File: config.mk
export PLATFORM = sky130hd
export DESIGN_NAME = datapath_xant_demux_flat
export DESIGN_NICKNAME = d
export VERILOG_FILES = /design/src/rtl/datapath_pkg.sv /design/src/rtl/datapath_xant_demux_if.sv /design/src/rtl/datapath_fram_check.sv /design/src/rtl/datapath_xant_demux.sv /design/src/flat_wrapper.sv
export SDC_FILE = /design/constraint.sdc
export NUM_CORES = 1
export LEC_CHECK = 0
export ABC_AREA = 1
export BUFFER_PORTS_ARGS = -buffer_cell sky130_fd_sc_hd__buf_2
export CAP_MARGIN = 40
export CELL_PAD_IN_SITES_DETAIL_PLACEMENT = 1
export CELL_PAD_IN_SITES_GLOBAL_PLACEMENT = 2
export CORE_ASPECT_RATIO = 0.75
export CORE_MARGIN = 2
export CORE_UTILIZATION = 27
export DETAILED_ROUTE_END_ITERATION = 6
export PLACE_DENSITY_LB_ADDON = 0.12
export SLEW_MARGIN = 15
export SYNTH_ARGS = -nofsm -noshare
export SYNTH_HDL_FRONTEND = slang
export SYNTH_HIERARCHICAL = 1
export SYNTH_SLANG_ARGS = --single-unit
File: constraint.sdc
create_clock -name clk -period 1.7 [get_ports clk]
set_input_delay 0.17 -clock clk [delete_from_list [all_inputs] [get_ports clk]]
set_output_delay 0.17 -clock clk [all_outputs]
set_load 0.02 [all_outputs]
File: src/rtl/datapath_pkg.sv
// Shared types and constants for the datapath receive-side blocks.
package datapath_pkg;

    localparam int unsigned DATA_W      = 32;
    localparam int unsigned WORD_W      = 64;
    localparam int unsigned FCNT_W      = 26;
    localparam int unsigned PH_W        = 3;
    localparam int unsigned ANT_W       = 2;
    localparam int unsigned ERR_CNT_W   = 16;
    localparam int unsigned ERR_SUM_W   = ERR_CNT_W + 1;
    localparam int unsigned FRAME_CNT_W = 32;

    localparam logic [FCNT_W-1:0] FRAM_MAX_NR  = 26'd4915199;
    localparam logic [FCNT_W-1:0] FRAM_MAX_LTE = 26'd2457599;

    localparam int unsigned XANT_PERIOD_NR  = 4;
    localparam int unsigned XANT_PERIOD_LTE = 8;

    typedef enum logic [1:0] {
        HUNT   = 2'd0,
        SYNC   = 2'd1,
        LOCKED = 2'd2
    } fram_state_e;

    // Antenna-group length in cycles for the selected radio mode.
    function automatic int unsigned xant_period(input bit is_lte);
        return is_lte ? XANT_PERIOD_LTE : XANT_PERIOD_NR;
    endfunction

endpackage

File: src/rtl/datapath_xant_demux_if.sv
// Interleaved 32-bit antenna stream from the delay stage into the demux.
interface datapath_xant_demux_if;
    import datapath_pkg::*;

    logic              i_fram_hd;
    logic              i_xant_hd;
    logic [DATA_W-1:0] i_data;

    modport master (output i_fram_hd, output i_xant_hd, output i_data);
    modport slave  (input  i_fram_hd, input  i_xant_hd, input  i_data);

endinterface

File: src/rtl/datapath_fram_check.sv
// Frame-period tracker: owns the frame counter, the HUNT/SYNC/LOCKED
// machine and the frame-error pulse.
// Optional DATAPATH_XANT_DEMUX_STATS_EN adds a good-frame counter for debug.
module datapath_fram_check
    import datapath_pkg::*;
#(
    parameter logic [FCNT_W-1:0] FRAM_MAX = FRAM_MAX_NR
) (
    input  logic        clk,
    input  logic        rst,
    input  logic        i_fram_hd,
    output fram_state_e o_state,
    output logic        o_locked,
    output logic        o_err_fram
);

    fram_state_e       state_q, state_d;
    logic [FCNT_W-1:0] fcnt_q, fcnt_d;
    logic              err_fram_q, err_fram_d;
    logic              locked_q;
    logic              fcnt_full;

    assign fcnt_full = (fcnt_q == FRAM_MAX);

    // Cycles since the last frame header, saturating.
    always_comb begin
        fcnt_d = fcnt_q;
        if (i_fram_hd) begin
            fcnt_d = '0;
        end else if (fcnt_q != '1) begin
            fcnt_d = fcnt_q + FCNT_W'(1);
        end
    end

    // Next-state and frame-error decision.
    always_comb begin
        state_d    = state_q;
        err_fram_d = 1'b0;
        case (state_q)
            HUNT: begin
                if (i_fram_hd) begin
                    state_d = SYNC;
                end
            end
            SYNC: begin
                if (i_fram_hd) begin
                    if (fcnt_full) begin
                        state_d = LOCKED;
                    end else begin
                        err_fram_d = 1'b1;
                    end
                end else if (fcnt_full) begin
                    state_d    = HUNT;
                    err_fram_d = 1'b1;
                end
            end
            LOCKED: begin
                if (i_fram_hd) begin
                    if (!fcnt_full) begin
                        state_d    = SYNC;
                        err_fram_d = 1'b1;
                    end
                end else if (fcnt_full) begin
                    state_d    = HUNT;
                    err_fram_d = 1'b1;
                end
            end
            default: begin
                state_d = HUNT;
            end
        endcase
    end

    // State, counter and registered status outputs.
    always_ff @(posedge clk) begin
        if (rst) begin
            state_q    <= HUNT;
            fcnt_q     <= '0;
            err_fram_q <= 1'b0;
            locked_q   <= 1'b0;
        end else begin
            state_q    <= state_d;
            fcnt_q     <= fcnt_d;
            err_fram_q <= err_fram_d;
            locked_q   <= (state_d == LOCKED);
        end
    end

`ifdef DATAPATH_XANT_DEMUX_STATS_EN
    logic [FRAME_CNT_W-1:0] frame_cnt_q;

    // Good headers seen while locked, for the debug probe.
    always_ff @(posedge clk) begin
        if (rst) begin
            frame_cnt_q <= '0;
        end else if ((state_q == LOCKED) && i_fram_hd && fcnt_full) begin
            frame_cnt_q <= frame_cnt_q + FRAME_CNT_W'(1);
        end
    end
`endif

    assign o_state    = state_q;
    assign o_locked   = locked_q;
    assign o_err_fram = err_fram_q;

endmodule

File: src/rtl/datapath_xant_demux.sv
// Receive-side antenna demux: re-packs 32-bit halves into 64-bit per-antenna
// words, checks antenna-group alignment and reports frame lock.
// Optional DATAPATH_XANT_DEMUX_STATS_EN enables the saturating error count.
module datapath_xant_demux
    import datapath_pkg::*;
#(
    parameter string             MODE     = "NR",
    parameter logic [FCNT_W-1:0] FRAM_MAX = FRAM_MAX_NR
) (
    input  logic                 clk,
    input  logic                 rst,
    datapath_xant_demux_if.slave rx,
    output logic                 o_fram_hd,
    output logic                 o_valid,
    output logic [ANT_W-1:0]     o_ant_idx,
    output logic [WORD_W-1:0]    o_data,
    output logic                 o_locked,
    output logic                 o_err_xant,
    output logic                 o_err_fram,
    output logic [ERR_CNT_W-1:0] o_err_cnt
);

    localparam bit              IS_LTE  = (MODE == "LTE");
    localparam int unsigned     PERIOD  = xant_period(IS_LTE);
    localparam logic [PH_W-1:0] PH_LAST = PH_W'(PERIOD - 1);
    localparam logic [PH_W-1:0] PH_ANT0 = PH_W'(1);

    fram_state_e       state;
    logic              hunting;

    logic [PH_W-1:0]   ph_q, ph_d;
    logic [DATA_W-1:0] lo_q;
    logic              fhd_pend_q, fhd_pend_d;
    logic              valid_q, valid_d;
    logic              fram_hd_q, fram_hd_d;
    logic [ANT_W-1:0]  ant_idx_q, ant_idx_d;
    logic [WORD_W-1:0] data_q, data_d;
    logic              err_xant_q, err_xant_d;

    datapath_fram_check #(
        .FRAM_MAX (FRAM_MAX)
    ) u_fram_check (
        .clk        (clk),
        .rst        (rst),
        .i_fram_hd  (rx.i_fram_hd),
        .o_state    (state),
        .o_locked   (o_locked),
        .o_err_fram (o_err_fram)
    );

    assign hunting = (state == HUNT);

    // Group phase: a frame header restarts it, otherwise wraps at PERIOD.
    always_comb begin
        ph_d = ph_q + PH_W'(1);
        if (rx.i_fram_hd || (ph_q == PH_LAST)) begin
            ph_d = '0;
        end
    end

    // Pairing of halves into words, frame-start marker and alignment check.
    always_comb begin
        valid_d    = 1'b0;
        fram_hd_d  = 1'b0;
        ant_idx_d  = ant_idx_q;
        data_d     = data_q;
        fhd_pend_d = fhd_pend_q;
        err_xant_d = !hunting && (rx.i_xant_hd != (ph_q == PH_LAST));

        if (ph_q[0]) begin
            data_d    = {rx.i_data, lo_q};
            ant_idx_d = ph_q[2:1];
            valid_d   = !hunting;
            fram_hd_d = !hunting && fhd_pend_q && (ph_q == PH_ANT0);
        end

        // Marker waits for the first antenna-0 word after a header.
        if (rx.i_fram_hd) begin
            fhd_pend_d = 1'b1;
        end else if (ph_q == PH_ANT0) begin
            fhd_pend_d = 1'b0;
        end
    end

    // Datapath and output registers.
    always_ff @(posedge clk) begin
        if (rst) begin
            ph_q       <= '0;
            lo_q       <= '0;
            fhd_pend_q <= 1'b0;
            valid_q    <= 1'b0;
            fram_hd_q  <= 1'b0;
            ant_idx_q  <= '0;
            data_q     <= '0;
            err_xant_q <= 1'b0;
        end else begin
            ph_q       <= ph_d;
            fhd_pend_q <= fhd_pend_d;
            valid_q    <= valid_d;
            fram_hd_q  <= fram_hd_d;
            ant_idx_q  <= ant_idx_d;
            data_q     <= data_d;
            err_xant_q <= err_xant_d;
            if (!ph_q[0]) begin
                lo_q <= rx.i_data;
            end
        end
    end

`ifdef DATAPATH_XANT_DEMUX_STATS_EN
    logic [ERR_CNT_W-1:0] err_cnt_q, err_cnt_d;
    logic [ERR_SUM_W-1:0] err_sum;

    // Adds this cycle's error pulses, saturating at all-ones.
    always_comb begin
        err_sum   = ERR_SUM_W'(err_cnt_q) + ERR_SUM_W'(err_xant_q) + ERR_SUM_W'(o_err_fram);
        err_cnt_d = err_sum[ERR_CNT_W] ? '1 : err_sum[ERR_CNT_W-1:0];
    end

    // Error count register.
    always_ff @(posedge clk) begin
        if (rst) begin
            err_cnt_q <= '0;
        end else begin
            err_cnt_q <= err_cnt_d;
        end
    end

    assign o_err_cnt = err_cnt_q;
`else
    assign o_err_cnt = '0;
`endif

    assign o_fram_hd  = fram_hd_q;
    assign o_valid    = valid_q;
    assign o_ant_idx  = ant_idx_q;
    assign o_data     = data_q;
    assign o_err_xant = err_xant_q;

endmodule

File: src/flat_wrapper.sv
// flat-port wrapper written by rule: the top's interface ports become plain ports
module datapath_xant_demux_flat import datapath_pkg::*;
#(
    parameter string             MODE     = "  ",
    parameter logic [FCNT_W-1:0] FRAM_MAX = FRAM_MAX_NR
)
  (clk, rst, o_fram_hd, o_valid, o_ant_idx, o_data, o_locked, o_err_xant, o_err_fram, o_err_cnt, rx_i_fram_hd, rx_i_xant_hd, rx_i_data);
  datapath_xant_demux_if rx_i ();
  input  logic clk;
  input  logic rst;
  output logic o_fram_hd;
  output logic o_valid;
  output logic [ANT_W-1:0] o_ant_idx;
  output logic [WORD_W-1:0] o_data;
  output logic o_locked;
  output logic o_err_xant;
  output logic o_err_fram;
  output logic [ERR_CNT_W-1:0] o_err_cnt;
  input wire logic [$bits(rx_i.i_fram_hd)-1:0] rx_i_fram_hd;
  input wire logic [$bits(rx_i.i_xant_hd)-1:0] rx_i_xant_hd;
  input wire logic [$bits(rx_i.i_data)-1:0] rx_i_data;
  assign rx_i.i_fram_hd = rx_i_fram_hd;
  assign rx_i.i_xant_hd = rx_i_xant_hd;
  assign rx_i.i_data = rx_i_data;
  datapath_xant_demux #(.MODE(MODE), .FRAM_MAX(FRAM_MAX)) u_core (.clk(clk), .rst(rst), .rx(rx_i), .o_fram_hd(o_fram_hd), .o_valid(o_valid), .o_ant_idx(o_ant_idx), .o_data(o_data), .o_locked(o_locked), .o_err_xant(o_err_xant), .o_err_fram(o_err_fram), .o_err_cnt(o_err_cnt));
endmodule
==> impl_metrics.ini <==
[global_route]
pin_count_of_the_biggest_net_entering_global_routing = 64
grt_antenna_before_repair = 0
gr-total-overflow = 0
grtUsageTotal = 0.1576
global_route_layer_with_the_greatest_usage = met2
use_met3 = 0.04430
wire_length_of_the_first_global_routing_pass_um = 26580
met2_usage = 0.2542
gr-usage-met1 = 0.2046
grt_pass1_vias = 5281

[sta]
layout_skew_ns = 0.008624
grt_setup_unrepaired = true
finalCriticalPeriod_ns = 1.539
achievable-frequency_mhz = 649.6
report.final.setup_viol = 0
final_max_slew_viol_count = 0
period_share = 0.9055
hold_violation_count_in_the_final_report = 0
worst_setup_margin_ns = 0.1606
whs_ns = 0.02220

[placed_design]
dp_worst_setup_slack_ns = 0.03857
replace_congestion = 0.8304
numPortBuffers = 106
dpl_cell_area_mm2 = 0.006336
dp_hpwl_um = 11500
dp_cells = 1067

[drt]
detail_route.iter0.violations = 189
routedWlPerCell_um = 14.24
vias_per_cell = 4.434
postRouteAntennaNets = 0
detailedRoute.firstPassIterationCount = 4
remaining_drc_errors = 0
drt-total-wl_um = 16050
route.vias.total = 4997

[die]
floorplan.initialDensity = 0.2727
core_footprint_mm2 = 0.02010
die_area_mm2 = 0.02147
floorplan.rows = 45
floorplan.die.height_um = 127.4
io-pin-count = 123
die_x_um = 168.5

[clocking]
cts_made_buffers = 17
htree_num_levels = 4
clock_sinks = 135
clock_latency_ns = 0.42
cts_tree = done
clk_path_buf_depth = 2
root_buffer = sky130_fd_sc_hd__clkbuf_16
clk_pin_slew_worst_paths_ns = 0.06

[power]
leakage_nw = 3.330
design_power_total_w = 0.007967
power_density_mw_per_mm2 = 1090
irDropWorstVdd_uv = 462.7

[synth]
synth_top_flop_cell = sky130_fd_sc_hd__dfxtp_1
yosys.cell_count.top_type = sky130_fd_sc_hd__nand2_1
portion_of_synthesized_cell_area_occupied_by_the_leading_cell_type = 0.4930
synth_area_per_cell_um2 = 7.742
yosys-top-cells-count = sky130_fd_sc_hd__nand2_1, sky130_fd_sc_hd__dfxtp_1, sky130_fd_sc_hd__nor2_1, sky130_fd_sc_hd__a21oi_1, sky130_fd_sc_hd__inv_1
post_synth_inst_count = 708
synthDistinctLibCells = 33
yosysSeqAreaShare = 0.4930
mappedNetlistArea_mm2 = 0.005482
async_reset_ff_frac = 0
synth.ff_latch_count = 135
synth_enable_flop_cells = 0
yosysWarningCount = 6
yosys.area.top_type = sky130_fd_sc_hd__dfxtp_1
synthTopCellsByArea = sky130_fd_sc_hd__dfxtp_1, sky130_fd_sc_hd__nand2_1, sky130_fd_sc_hd__nor2_1, sky130_fd_sc_hd__a21oi_1, sky130_fd_sc_hd__o21ai_0

[critical_path]
critPathArrivalTime_ns = 1.85
r2r.worst_path.cells = 10
worst-endpoint-required_ns = 2.01
worstSetupStartpointType = register
worst-path-max-fanout = 4
crit_type = reg -> reg
crit-reg2reg-capture = u_core/u_fram_check/fcnt_q[0]
reg2reg_setup_slack_ns = 0.16
critical_path.endpoint_type = register
crit-reg2reg-launch = u_core/u_fram_check/fcnt_q[1]

[hold_path]
worstHoldStart = rx_i_data[28]
min_to = u_core/o_data[60]
hold_depth = 3
hold_class = in -> reg

[layout]
finish.instance_area_mm2 = 0.007311
filler_free_cell_count_of_the_finished_design = 1127
antenna_cells = 0
area.sequential_mm2 = 0.002723
nFillCells = 2448
multiInputGateArea_mm2 = 0.002374
synthToLayoutAreaGrowth_pct = 33.37
drive_gt1_frac = 0.2704
final_nets = 900

[job]
cap_viol_max_count = 0

[run_status]
run_status = completed
==> report_power, final <==
part	leakage, nW	total (W)	switching (W)	internal (W)
clock	0.297	0.00393	0.00157	0.00236
combinational	1.92	0.000676	0.000431	0.000245
sequential	1.11	0.00337	0.0000656	0.00330
==> sequential cells by signal, summed over array words and instances, names as in the netlist <==
name and cells:
u_core/lo_q 32, u_core/o_data 64, u_core/o_valid 1, u_core/u_fram_check/o_locked 1
u_core/o_err_xant 1, u_core/ph_q 3, u_core/fhd_pend_q 1, u_core/u_fram_check/o_state 2
u_core/o_ant_idx 2, u_core/u_fram_check/fcnt_q 26, u_core/o_fram_hd 1, u_core/u_fram_check/o_err_fram 1
==> worst max path at each step <==
stage | slack [ns] | cells after the start | startpoint | to
final | 0.16 | 10 | u_core/u_fram_check/fcnt_q[1] | u_core/u_fram_check/fcnt_q[0]
after global routing | -0.02 | 10 | u_core/u_fram_check/fcnt_q[3] | u_core/u_fram_check/fcnt_q[25]
after CTS | 0.02 | 11 | u_core/u_fram_check/fcnt_q[1] | u_core/u_fram_check/o_locked
after detailed placement | 0.04 | 12 | u_core/u_fram_check/fcnt_q[1] | u_core/u_fram_check/o_locked
after global placement | 0.05 | 10 | u_core/u_fram_check/fcnt_q[2] | u_core/u_fram_check/fcnt_q[25]
after floorplan | 0.09 | 11 | u_core/u_fram_check/fcnt_q[0] | u_core/u_fram_check/o_state[0]
==> per-layer routing <==
metal / vias up / wire (um) / part of all wire
met3: 11 / 824 / 0.051
met4: 0 / 154 / 0.0096
li1: 2516 / - / -
met1: 2372 / 7822 / 0.49
met2: 98 / 7248 / 0.45
met5: - / 0 / 0
==> cell type report <==
| class | instances | share of cell area |
|---|---|---|
| Sequential cell | 135 | 0.3724 |
| Multi-Input combinational cell | 489 | 0.3247 |
| Timing Repair Buffer | 161 | 0.1468 |
| Clock buffer | 18 | 0.05870 |
| Tap cell | 258 | 0.04416 |
| Inverter | 52 | 0.02738 |
| Clock inverter | 14 | 0.02584 |
==> cells by family (layout without fill, tap and decap cells) <==
kind of cell,Yosys count,after routing,share of synthesized area
buf+inv,99,245,0.09518
simple gates,332,332,0.2554
flops,135,135,0.4930
other cells,1,16,0.0006841
xor+xnor,11,11,0.01758
compound gates,122,122,0.1198
fa+ha+maj,8,8,0.01826
==> through the flow <==
stage                       util  TNS (ns)
after CTS                 0.3594         0
after floorplan                -         0
final                     0.3637         0
after global routing      0.3637  -0.02110
after detailed placement  0.3152         0
after global placement    0.3152         0
==> cell usage in the layout, fill, tap and decap left out, types with 7 or more instances in the layout <==
cell type,netlist,routed
sky130_fd_sc_hd__buf_2,15,106
sky130_fd_sc_hd__conb_1,1,16
sky130_fd_sc_hd__dfxtp_1,135,121
sky130_fd_sc_hd__xor2_1,8,8
sky130_fd_sc_hd__nand3_1,22,22
sky130_fd_sc_hd__a21oi_1,60,60
sky130_fd_sc_hd__clkbuf_16,0,17
sky130_fd_sc_hd__a31oi_1,7,7
sky130_fd_sc_hd__buf_4,18,23
sky130_fd_sc_hd__nor2_1,105,100
sky130_fd_sc_hd__nand2_1,161,157
sky130_fd_sc_hd__ha_1,8,7
sky130_fd_sc_hd__inv_1,47,47
sky130_fd_sc_hd__o21ai_1,5,7
sky130_fd_sc_hd__dfxtp_2,0,13
sky130_fd_sc_hd__dlygate4sd3_1,0,27
sky130_fd_sc_hd__inv_6,1,7
sky130_fd_sc_hd__a21oi_2,10,10
sky130_fd_sc_hd__o21ai_0,40,38
sky130_fd_sc_hd__nand2_2,15,19
==> what timing repair did <==
| item | in CTS | in global routing |
|---|---|---|
| hold buffers | 27 | 0 |
| gates resized for setup | 0 | 32 |
| endpoints found under the setup margin | 0 | 14 |
| setup buffers | 0 | 1 |
| hold endpoints to repair | 40 | 0 |
==> critical path, cell delays in order (launching register included) <==
cell and delay [ns]:
sky130_fd_sc_hd__dfxtp_4 0.37, sky130_fd_sc_hd__ha_4 0.13, sky130_fd_sc_hd__inv_2 0.03, sky130_fd_sc_hd__nor2_2 0.10
sky130_fd_sc_hd__nand2_2 0.09, sky130_fd_sc_hd__inv_1 0.09, sky130_fd_sc_hd__nand2_1 0.07, sky130_fd_sc_hd__nor2_2 0.13
sky130_fd_sc_hd__nand3_1 0.18, sky130_fd_sc_hd__o21ai_1 0.19, sky130_fd_sc_hd__nor2_1 0.05
Note: power is estimated with default switching activity, not from simulation.
